==> config.mk <==
export PLATFORM = sky130hd
export DESIGN_NAME = weights_fetch
export DESIGN_NICKNAME = d
export VERILOG_FILES = /design/src/rtl/weights_fetch_pkg.sv /design/src/rtl/weights_skid_fifo.sv /design/src/rtl/weights_fetch.sv
export SDC_FILE = /design/constraint.sdc
export NUM_CORES = 1
export LEC_CHECK = 0
export CORE_ASPECT_RATIO = 1.75
export CORE_MARGIN = 4
export CORE_UTILIZATION = 30
export CTS_CLUSTER_SIZE = 12
export DETAILED_ROUTE_END_ITERATION = 7
export PLACE_DENSITY = 0.49
export SLEW_MARGIN = 20
export SYNTH_ARGS = -nofsm -noshare
export SYNTH_HDL_FRONTEND = slang
export SYNTH_SLANG_ARGS = --single-unit
export TNS_END_PERCENT = 1
==> constraint.sdc <==
create_clock -name clk -period 2.1 [get_ports clk]
set_clock_uncertainty 0.15 [all_clocks]
set_input_delay 0.63 -clock clk [delete_from_list [all_inputs] [get_ports clk]]
set_output_delay 0.63 -clock clk [all_outputs]
set_load 0.01 [all_outputs]
==> src/rtl/weights_fetch_pkg.sv <==
// Shared definitions for the weights fetch engine: FSM state encoding and
// default geometry of the attached weights ROM.
package weights_fetch_pkg;

    localparam int WF_W_DATA      = 3;
    localparam int WF_W_ADDR      = 8;
    localparam int WF_FEATURE_NUM = 136;

    typedef enum logic [1:0] {
        ST_IDLE  = 2'd0,
        ST_FETCH = 2'd1,
        ST_DRAIN = 2'd2
    } wf_state_e;

endpackage

==> src/rtl/weights_skid_fifo.sv <==
// Two-entry output FIFO with fall-through: when empty, a pushed word is
// presented on the output in the same cycle it arrives.
module weights_skid_fifo #(
    parameter int W_DATA = 3
) (
    input  logic              clk,
    input  logic              rst,
    input  logic              i_push,
    input  logic [W_DATA-1:0] i_push_data,
    input  logic              i_ready,
    output logic              o_valid,
    output logic [W_DATA-1:0] o_data,
    output logic [1:0]        o_count
);

    logic [W_DATA-1:0] r_mem [2];
    logic              r_rd_ptr;
    logic              r_wr_ptr;
    logic [1:0]        r_count;
    logic              w_empty;
    logic              w_store;
    logic              w_deq;

    // Output selection and push/pop decisions; a bypassed word consumed at once is never stored
    always_comb begin
        w_empty = (r_count == 2'd0);
        o_valid = !w_empty || i_push;
        if (!w_empty) begin
            o_data = r_mem[r_rd_ptr];
        end else if (i_push) begin
            o_data = i_push_data;
        end else begin
            o_data = {W_DATA{1'b0}};
        end
        w_deq   = o_valid && i_ready && !w_empty;
        w_store = i_push && !(w_empty && i_ready);
    end

    // Storage, pointers and occupancy
    always_ff @(posedge clk or negedge rst) begin
        if (!rst) begin
            r_mem[0] <= {W_DATA{1'b0}};
            r_mem[1] <= {W_DATA{1'b0}};
            r_rd_ptr <= 1'b0;
            r_wr_ptr <= 1'b0;
            r_count  <= 2'd0;
        end else begin
            if (w_store) begin
                r_mem[r_wr_ptr] <= i_push_data;
                r_wr_ptr        <= !r_wr_ptr;
            end
            if (w_deq) begin
                r_rd_ptr <= !r_rd_ptr;
            end
            r_count <= r_count + {1'b0, w_store} - {1'b0, w_deq};
        end
    end

    assign o_count = r_count;

endmodule

==> src/rtl/weights_fetch.sv <==
// Fetches a run of weights from a 1-cycle-latency ROM and streams them out.
// Optional macro WEIGHTS_FETCH_RANGE_CHK_EN adds an err output for runs past FEATURE_NUM.
module weights_fetch
    import weights_fetch_pkg::*;
#(
    parameter int W_DATA      = WF_W_DATA,
    parameter int W_ADDR      = WF_W_ADDR,
    parameter int FEATURE_NUM = WF_FEATURE_NUM
) (
    input  logic              clk,
    input  logic              rst,
    input  logic              start,
    input  logic [W_ADDR-1:0] start_addr,
    input  logic [W_ADDR:0]   feature_cnt,
    output logic              busy,
    output logic              done,
    output logic              rom_en,
    output logic [W_ADDR-1:0] rom_addr,
    input  logic [W_DATA-1:0] rom_data,
    output logic [W_DATA-1:0] weight_data,
    output logic              weight_valid,
    input  logic              weight_ready,
    output logic              weight_last
`ifdef WEIGHTS_FETCH_RANGE_CHK_EN
    ,
    output logic              err
`endif
);

    wf_state_e         r_state;
    wf_state_e         w_next_state;
    logic [W_ADDR-1:0] r_addr;
    logic [W_ADDR:0]   r_reads_left;
    logic [W_ADDR:0]   r_beats_left;
    logic              r_inflight;
    logic              r_zero_done;
    logic              w_accept;
    logic              w_go;
    logic              w_zero;
    logic              w_range_bad;
    logic              w_credit_ok;
    logic              w_rom_en;
    logic              w_last;
    logic              w_pop;
    logic              w_fifo_valid;
    logic [1:0]        w_fifo_count;
    logic [W_DATA-1:0] w_fifo_data;

`ifdef WEIGHTS_FETCH_RANGE_CHK_EN
    logic [W_ADDR+1:0] w_run_end;
    logic              r_err;

    assign w_run_end   = {2'b00, start_addr} + {1'b0, feature_cnt};
    assign w_range_bad = (w_run_end > (W_ADDR+2)'(FEATURE_NUM));

    // A rejected start is reported one cycle later and leaves the FSM idle
    always_ff @(posedge clk or negedge rst) begin
        if (!rst) begin
            r_err <= 1'b0;
        end else begin
            r_err <= start && (r_state == ST_IDLE) && w_range_bad;
        end
    end

    assign err = r_err;
`else
    assign w_range_bad = 1'b0;
`endif

    // Request acceptance, read credit, last-beat detection and next state
    always_comb begin
        w_accept    = start && (r_state == ST_IDLE);
        w_go        = w_accept && !w_range_bad && (feature_cnt != {(W_ADDR+1){1'b0}});
        w_zero      = w_accept && !w_range_bad && (feature_cnt == {(W_ADDR+1){1'b0}});
        // Occupancy plus the read in flight bounds what can still land in the FIFO
        w_credit_ok = (w_fifo_count + {1'b0, r_inflight}) < 2'd2;
        w_rom_en    = (r_state == ST_FETCH) && w_credit_ok;
        w_last      = w_fifo_valid && (r_beats_left == {{W_ADDR{1'b0}}, 1'b1});
        w_pop       = w_fifo_valid && weight_ready;
        w_next_state = r_state;
        case (r_state)
            ST_IDLE: begin
                if (w_go) begin
                    w_next_state = ST_FETCH;
                end else begin
                    w_next_state = ST_IDLE;
                end
            end
            ST_FETCH: begin
                if (w_rom_en && (r_reads_left == {{W_ADDR{1'b0}}, 1'b1})) begin
                    w_next_state = ST_DRAIN;
                end else begin
                    w_next_state = ST_FETCH;
                end
            end
            ST_DRAIN: begin
                if (w_pop && w_last) begin
                    w_next_state = ST_IDLE;
                end else begin
                    w_next_state = ST_DRAIN;
                end
            end
            default: w_next_state = ST_IDLE;
        endcase
    end

    // FSM state, read address/counters and beat countdown
    always_ff @(posedge clk or negedge rst) begin
        if (!rst) begin
            r_state      <= ST_IDLE;
            r_addr       <= {W_ADDR{1'b0}};
            r_reads_left <= {(W_ADDR+1){1'b0}};
            r_beats_left <= {(W_ADDR+1){1'b0}};
            r_inflight   <= 1'b0;
            r_zero_done  <= 1'b0;
        end else begin
            r_state     <= w_next_state;
            r_inflight  <= w_rom_en;
            r_zero_done <= w_zero;
            if (w_go) begin
                r_addr       <= start_addr;
                r_reads_left <= feature_cnt;
                r_beats_left <= feature_cnt;
            end else begin
                if (w_rom_en) begin
                    r_addr       <= r_addr + {{(W_ADDR-1){1'b0}}, 1'b1};
                    r_reads_left <= r_reads_left - {{W_ADDR{1'b0}}, 1'b1};
                end
                if (w_pop) begin
                    r_beats_left <= r_beats_left - {{W_ADDR{1'b0}}, 1'b1};
                end
            end
        end
    end

    weights_skid_fifo #(
        .W_DATA (W_DATA)
    ) u_fifo (
        .clk         (clk),
        .rst         (rst),
        .i_push      (r_inflight),
        .i_push_data (rom_data),
        .i_ready     (weight_ready),
        .o_valid     (w_fifo_valid),
        .o_data      (w_fifo_data),
        .o_count     (w_fifo_count)
    );

    assign busy         = (r_state != ST_IDLE);
    assign done         = r_zero_done || (w_pop && w_last);
    assign rom_en       = w_rom_en;
    assign rom_addr     = w_rom_en ? r_addr : {W_ADDR{1'b0}};
    assign weight_data  = w_fifo_data;
    assign weight_valid = w_fifo_valid;
    assign weight_last  = w_last;

endmodule

# Word-level counts from Yosys, hierarchy flattened
# Index checks and enable logic that the tools add are counted.
dict set report word_totals {
  out_inout_bits 16
  register_bits 40
}
dict set report classes {
  n_reduce_logical 25
  n_mux 19
  addsub 6
  magnitude_cmp 4
  eq_ne 4
  n_bitwise 2
}
# op count
set ops {}
lappend ops {{9-bit 2-to-1 mux} 4}
lappend ops {{8-bit 2-to-1 mux} 3}
lappend ops {{9-bit by 1-bit == test with 1-bit output (second input constant)} 2}
lappend ops {{3-bit 2-to-1 mux} 6}
lappend ops {{9-bit by 1-bit subtractor with 9-bit output (second input constant)} 2}
lappend ops {{1-bit logical AND} 12}
lappend ops {{9-bit logical NOT} 1}
lappend ops {{9-bit nonzero test} 1}
lappend ops {{8-bit by 1-bit adder with 8-bit output (second input constant)} 1}
lappend ops {{6-bit bitwise mux} 1}
lappend ops {{2-bit case mux with 3 select lines} 1}
lappend ops {{2-bit nonzero test} 3}
lappend ops {{2-bit by 1-bit adder with 2-bit output} 2}
lappend ops {{2-bit >= comparator (second input constant)} 2}
lappend ops {{1-bit logical NOT} 4}
lappend ops {{2-bit logical NOT} 2}
lappend ops {{2-bit 2-to-1 mux} 2}
lappend ops {{1-bit inverter with 2-bit output} 2}
lappend ops {{3-bit demux with 1-bit select} 1}
lappend ops {{2-bit by 1-bit == test with 1-bit output (second input constant)} 1}
lappend ops {{2-bit == test (second input constant)} 1}
lappend ops {{1-bit logical OR} 2}
lappend ops {{2-bit by 1-bit < comparator with 1-bit output (second input constant)} 1}
lappend ops {{2-bit < comparator (second input constant)} 1}
lappend ops {{other kinds (2)} 2}

# Depth between registers and ports, before layout
dict set report logic_depth {
  word_depth 7
  mapped_depth 8
  depth_no_buf 6
}

# By module
# A second synthesis with hierarchy kept.
dict set report hier_totals {
  cells_unflattened 227
  area_unflattened_um2 2341.0
}
# module cells_per_inst n_inst area_each_um2
set by_module_without_submodules {}
lappend by_module_without_submodules {weights_fetch 186 1 1833.0}
lappend by_module_without_submodules {weights_skid_fifo 41 1 508.0}

# Least setup slack after synthesis
# OpenSTA, ideal clock, no wires.
dict set report synth_path {
  path_type {reg-to-output}
  from {reg r_inflight}
  to {out rom_addr[0]}
  path_stages_with_launch 7
  n_path_buf 2
  slack_ns -0.170
  arrival_time_ns 1.490
  cell_sequence {dfrtp_1 > buf_6 > a21oi_1 > o21ai_4 > inv_4 > buf_2 > and2_1}
}
dict set report synth_between {
  elab_chain_len 4
}
# element line_no
set synth_lines {}
lappend synth_lines {{start, declared} weights_fetch.sv:35} ;# logic r_inflight;
lappend synth_lines {{start signal, assigned} weights_fetch.sv:118} ;# r_inflight <= w_rom_en;
lappend synth_lines {{2-bit by 1-bit adder with 2-bit output} weights_fetch.sv:76} ;# w_credit_ok = (w_fifo_count + {1'b0, r_inflight}) < 2'd2;
lappend synth_lines {{2-bit < comparator} weights_fetch.sv:76}
lappend synth_lines {{1-bit logical AND} weights_fetch.sv:77} ;# w_rom_en = (r_state == ST_FETCH) && w_credit_ok;
lappend synth_lines {{via rom_en} weights_fetch.sv:17} ;# output logic rom_en,
lappend synth_lines {{8-bit 2-to-1 mux} weights_fetch.sv:152} ;# assign rom_addr = w_rom_en ? r_addr : {W_ADDR{1'b0}};
lappend synth_lines {{end, declared} weights_fetch.sv:18} ;# output logic [W_ADDR-1:0] rom_addr,
# The timed path passes the listed nets, and every way through them passes these cells.

# Worst setup path in the final report
dict set report layout_path {
  from {reg r_inflight}
  to {out done}
}
dict set report layout_between {
  elab_chain_len 4
}
# element line_no
set layout_lines {}
lappend layout_lines {{1-bit logical OR (*)} weights_skid_fifo.sv:27} ;# o_valid = !w_empty || i_push;
lappend layout_lines {{1-bit logical AND (on tied branches)} {weights_fetch.sv:79, weights_fetch.sv:78}}
lappend layout_lines {{1-bit logical AND (*)} weights_fetch.sv:150} ;# assign done = r_zero_done || (w_pop && w_last);
lappend layout_lines {{1-bit logical OR (*)} weights_fetch.sv:150}
lappend layout_lines {{end, declared} weights_fetch.sv:16} ;# output logic done,
# Mark *: on every way between the ends. The rest lies on a longest branch, timed or not.

==> metrics.csv <==
stage;metric;value;unit
synthesis;Primary FF master, synth;dfrtp_1;
die;FP Rows;41;
clock_network;CTS root buf;clkbuf_16;
die;Core ar.;7230;um^2
detailed_routing;Pre-Repair DR Iteration Count;4;
setup_path;critical path peak fanout;2;
global_routing;Tot GR Track Use;15.1;%
run;max cap viols;0;
synthesis;EDFF count, synth;0;
clock_network;CTS tree;yes;
synthesis;Synth area leader;dfrtp_1;
sta;Final Hold Viols;0;
layout;layout net count;360;
pwr;total power;5.46;mW
setup_path;R2R setup slack;-0.24;ns
synthesis;Commonest cells post-synth;40 x dfrtp_1, 20 x nand2_1, 17 x o21ai_0;
synthesis;syn nets;254;
layout;# diodes;0;
synthesis;most numerous cell in the Yosys netlist;dfrtp_1;
setup_path;Worst setup SP type;flip-flop;
status;failing checks;setup timing;
detailed_routing;DR DRC count;0;
sta;FMAX;0.408;GHz
layout;fraction of layout cells with a size suffix above 1;39.7;%
synthesis;Yosys top cell area share;44.5;%
sta;Final Max Slew Viols;0;
status;status;finished, violations left;
sta;worst-margin pin slew;0.486;ns
detailed_routing;Avg WL per Cell;14.8;um
synthesis;YS warnings;0;
clock_network;total CTS buffers;5;
die;Die ar.;8990;um^2
synthesis;#FFs+latches synth;40;
global_routing;global route overflow;0;
placement;DP HPWL;4830;um
placement;routability cong.;0.751;
sta;setup violators final;16;
layout;Area Overhead vs Synth;57.4;%
sta;Final Cycle Share;117;%
setup_path;WP data arrival;1.67;ns
die;Die Y;122;um
global_routing;initial antenna violation count;0;
synthesis;Async SR Flop Fraction;100;%
clock_network;# hold bufs at CTS;0;
pwr;PwrDens;1540;nW/um^2
synthesis;Avg Synthesized Cell Area;10.1;um^2
setup_path;Data required, critical path;1.32;ns
sta;PnR worst setup slack;-0.351;ns
die;num ports;40;
synthesis;Synth area leaders;dfrtp_1 45%, ha_1 3.9%, o21ai_0 3.8%, o211ai_1 3.7%, nand2_1 3.3%;
die;Starting Density;31.1;%
detailed_routing;via count;2059;
placement;port bufs;39;
clock_network;clock buffer depth;2;
sta;setup_tns;-3.64;ns
sta;hold_ws;0.123;ns
setup_path;Setup CP Type;flip-flop to output pin;
pwr;Leak;1.60;nW
die;Die X;73.4;um
detailed_routing;initial DRC count;51;
clock_network;worst skew pair latency;0.28;ns
synthesis;Syn Std Cell Area;2250;um^2
global_routing;global-route wire length before repair;10300;um
pwr;Max VDD drop;0.650;mV
setup_path;Worst setup EP type;output pin;
detailed_routing;ANT nets after route;0;
global_routing;largest net degree at the start of global routing;18;
detailed_routing;Vias/cell;4.95;
synthesis;distinct cell type count after synthesis;47;
clock_network;depth of the CTS H-tree;2;
synthesis;Post-Syn Instances;223;
synthesis;sequential area share after synthesis;44.5;%
clock_network;clock sink count;40;
detailed_routing;WL final;6160;um
sta;Final min period;2.45;ns
sta;Slew Limit Headroom;67.5;%
clock_network;Worst-path clk slew;0.06;ns
sta;RSZ-0062 raised after global routing;yes;
setup_path;reg2reg path depth;9;
hold_path;Hold/Removal Path Class;primary input to asynchronous set/reset pin;
global_routing;vias in the first global route;2169;
-- power breakdown --
group	switching, mW	leakage, nW	internal (mW)
logic	1.35	1.03	1.68
clock network	0.304	0.0901	0.626
registers	0.338	0.484	1.16
total	2.00	1.60	3.47
-- through the flow --
step	instances	setup slack [ns]	utilization [%]	cell area [um^2]
after floorplan	223	-0.0290	-	2290
after global placement	403	-0.484	44.4	3210
after detailed placement	403	-0.497	44.4	3210
after CTS	415	-0.362	47.4	3430
after global routing	416	-0.408	48.9	3540
final	416	-0.351	48.9	3540
-- area by class of cell --
cell class / instances / area [um^2]
Timing Repair Buffer: 106 / 928
Timing Repair inverter: 1 / 7.51
Tap cell: 86 / 108
Clock buffer: 7 / 153
Inverter: 9 / 36.3
Clock inverter: 1 / 30.0
Fill cell: 708 / 3700
Multi-Input combinational cell: 166 / 1270
Sequential cell: 40 / 1000
-- worst max-delay path: stages (launching register included) --
cell	delay, ns
dfrtp_1	0.40
buf_6	0.12
or3_4	0.38
and4_4	0.21
a21o_1	0.15
buf_2	0.13
-- flip-flops by register name, indices dropped and copies added (netlist names) --
signal	count
r_addr	8
r_beats_left	9
u_fifo.r_mem	6
u_fifo.r_wr_ptr	1
u_fifo.r_rd_ptr	1
u_fifo.o_count	2
r_reads_left	9
r_zero_done	1
r_state	2
r_inflight	1
-- placed cells by master, fill, tap and decap left out, types with 9 or more instances in the layout --
| master | count |
|---|---|
| buf_4 | 56 |
| buf_6 | 19 |
| clkdlybuf4s50_1 | 19 |
| dfrtp_1 | 39 |
| nand2_1 | 20 |
| nand3_1 | 9 |
| o211ai_1 | 11 |
| o21ai_0 | 12 |
-- worst paths after layout --
kind                                          end             from
worst max-delay path                         done       r_inflight
worst min-delay path              r_beats_left[8]              rst
worst max register to register          r_addr[6]       r_inflight
worst min register to register    u_fifo.r_mem[3]  u_fifo.r_mem[3]
max in group asynchronous       u_fifo.o_count[1]              rst
min in group clk                  u_fifo.r_mem[3]  u_fifo.r_mem[3]
-- what timing repair did --
action | in CTS | in global routing
resized for setup | 82 | 27
pin swaps | 9 | 9
cloned | 1 | 0
buffers inserted | 3 | 1
endpoints found under the setup margin | 42 | 34
-- layer usage --
layer	vias to the layer above	GRT usage, %	share of wire, %
li1	1030	-	-
met1	994	16.2	39
met2	28	28.3	56
met3	7	2.70	3.4
met4	0	6.12	1.9
met5	-	0	0
-- logic make-up after synthesis --
kind of cell / Yosys count / synth area share (%)
simple gates: 76 / 17.9
compound gates: 55 / 17.7
flops: 40 / 44.5
buf+inv: 17 / 3.90
xor+xnor: 16 / 6.24
mux: 12 / 5.90
fa+ha+maj: 7 / 3.90
(Power assumes the default switching activity.)
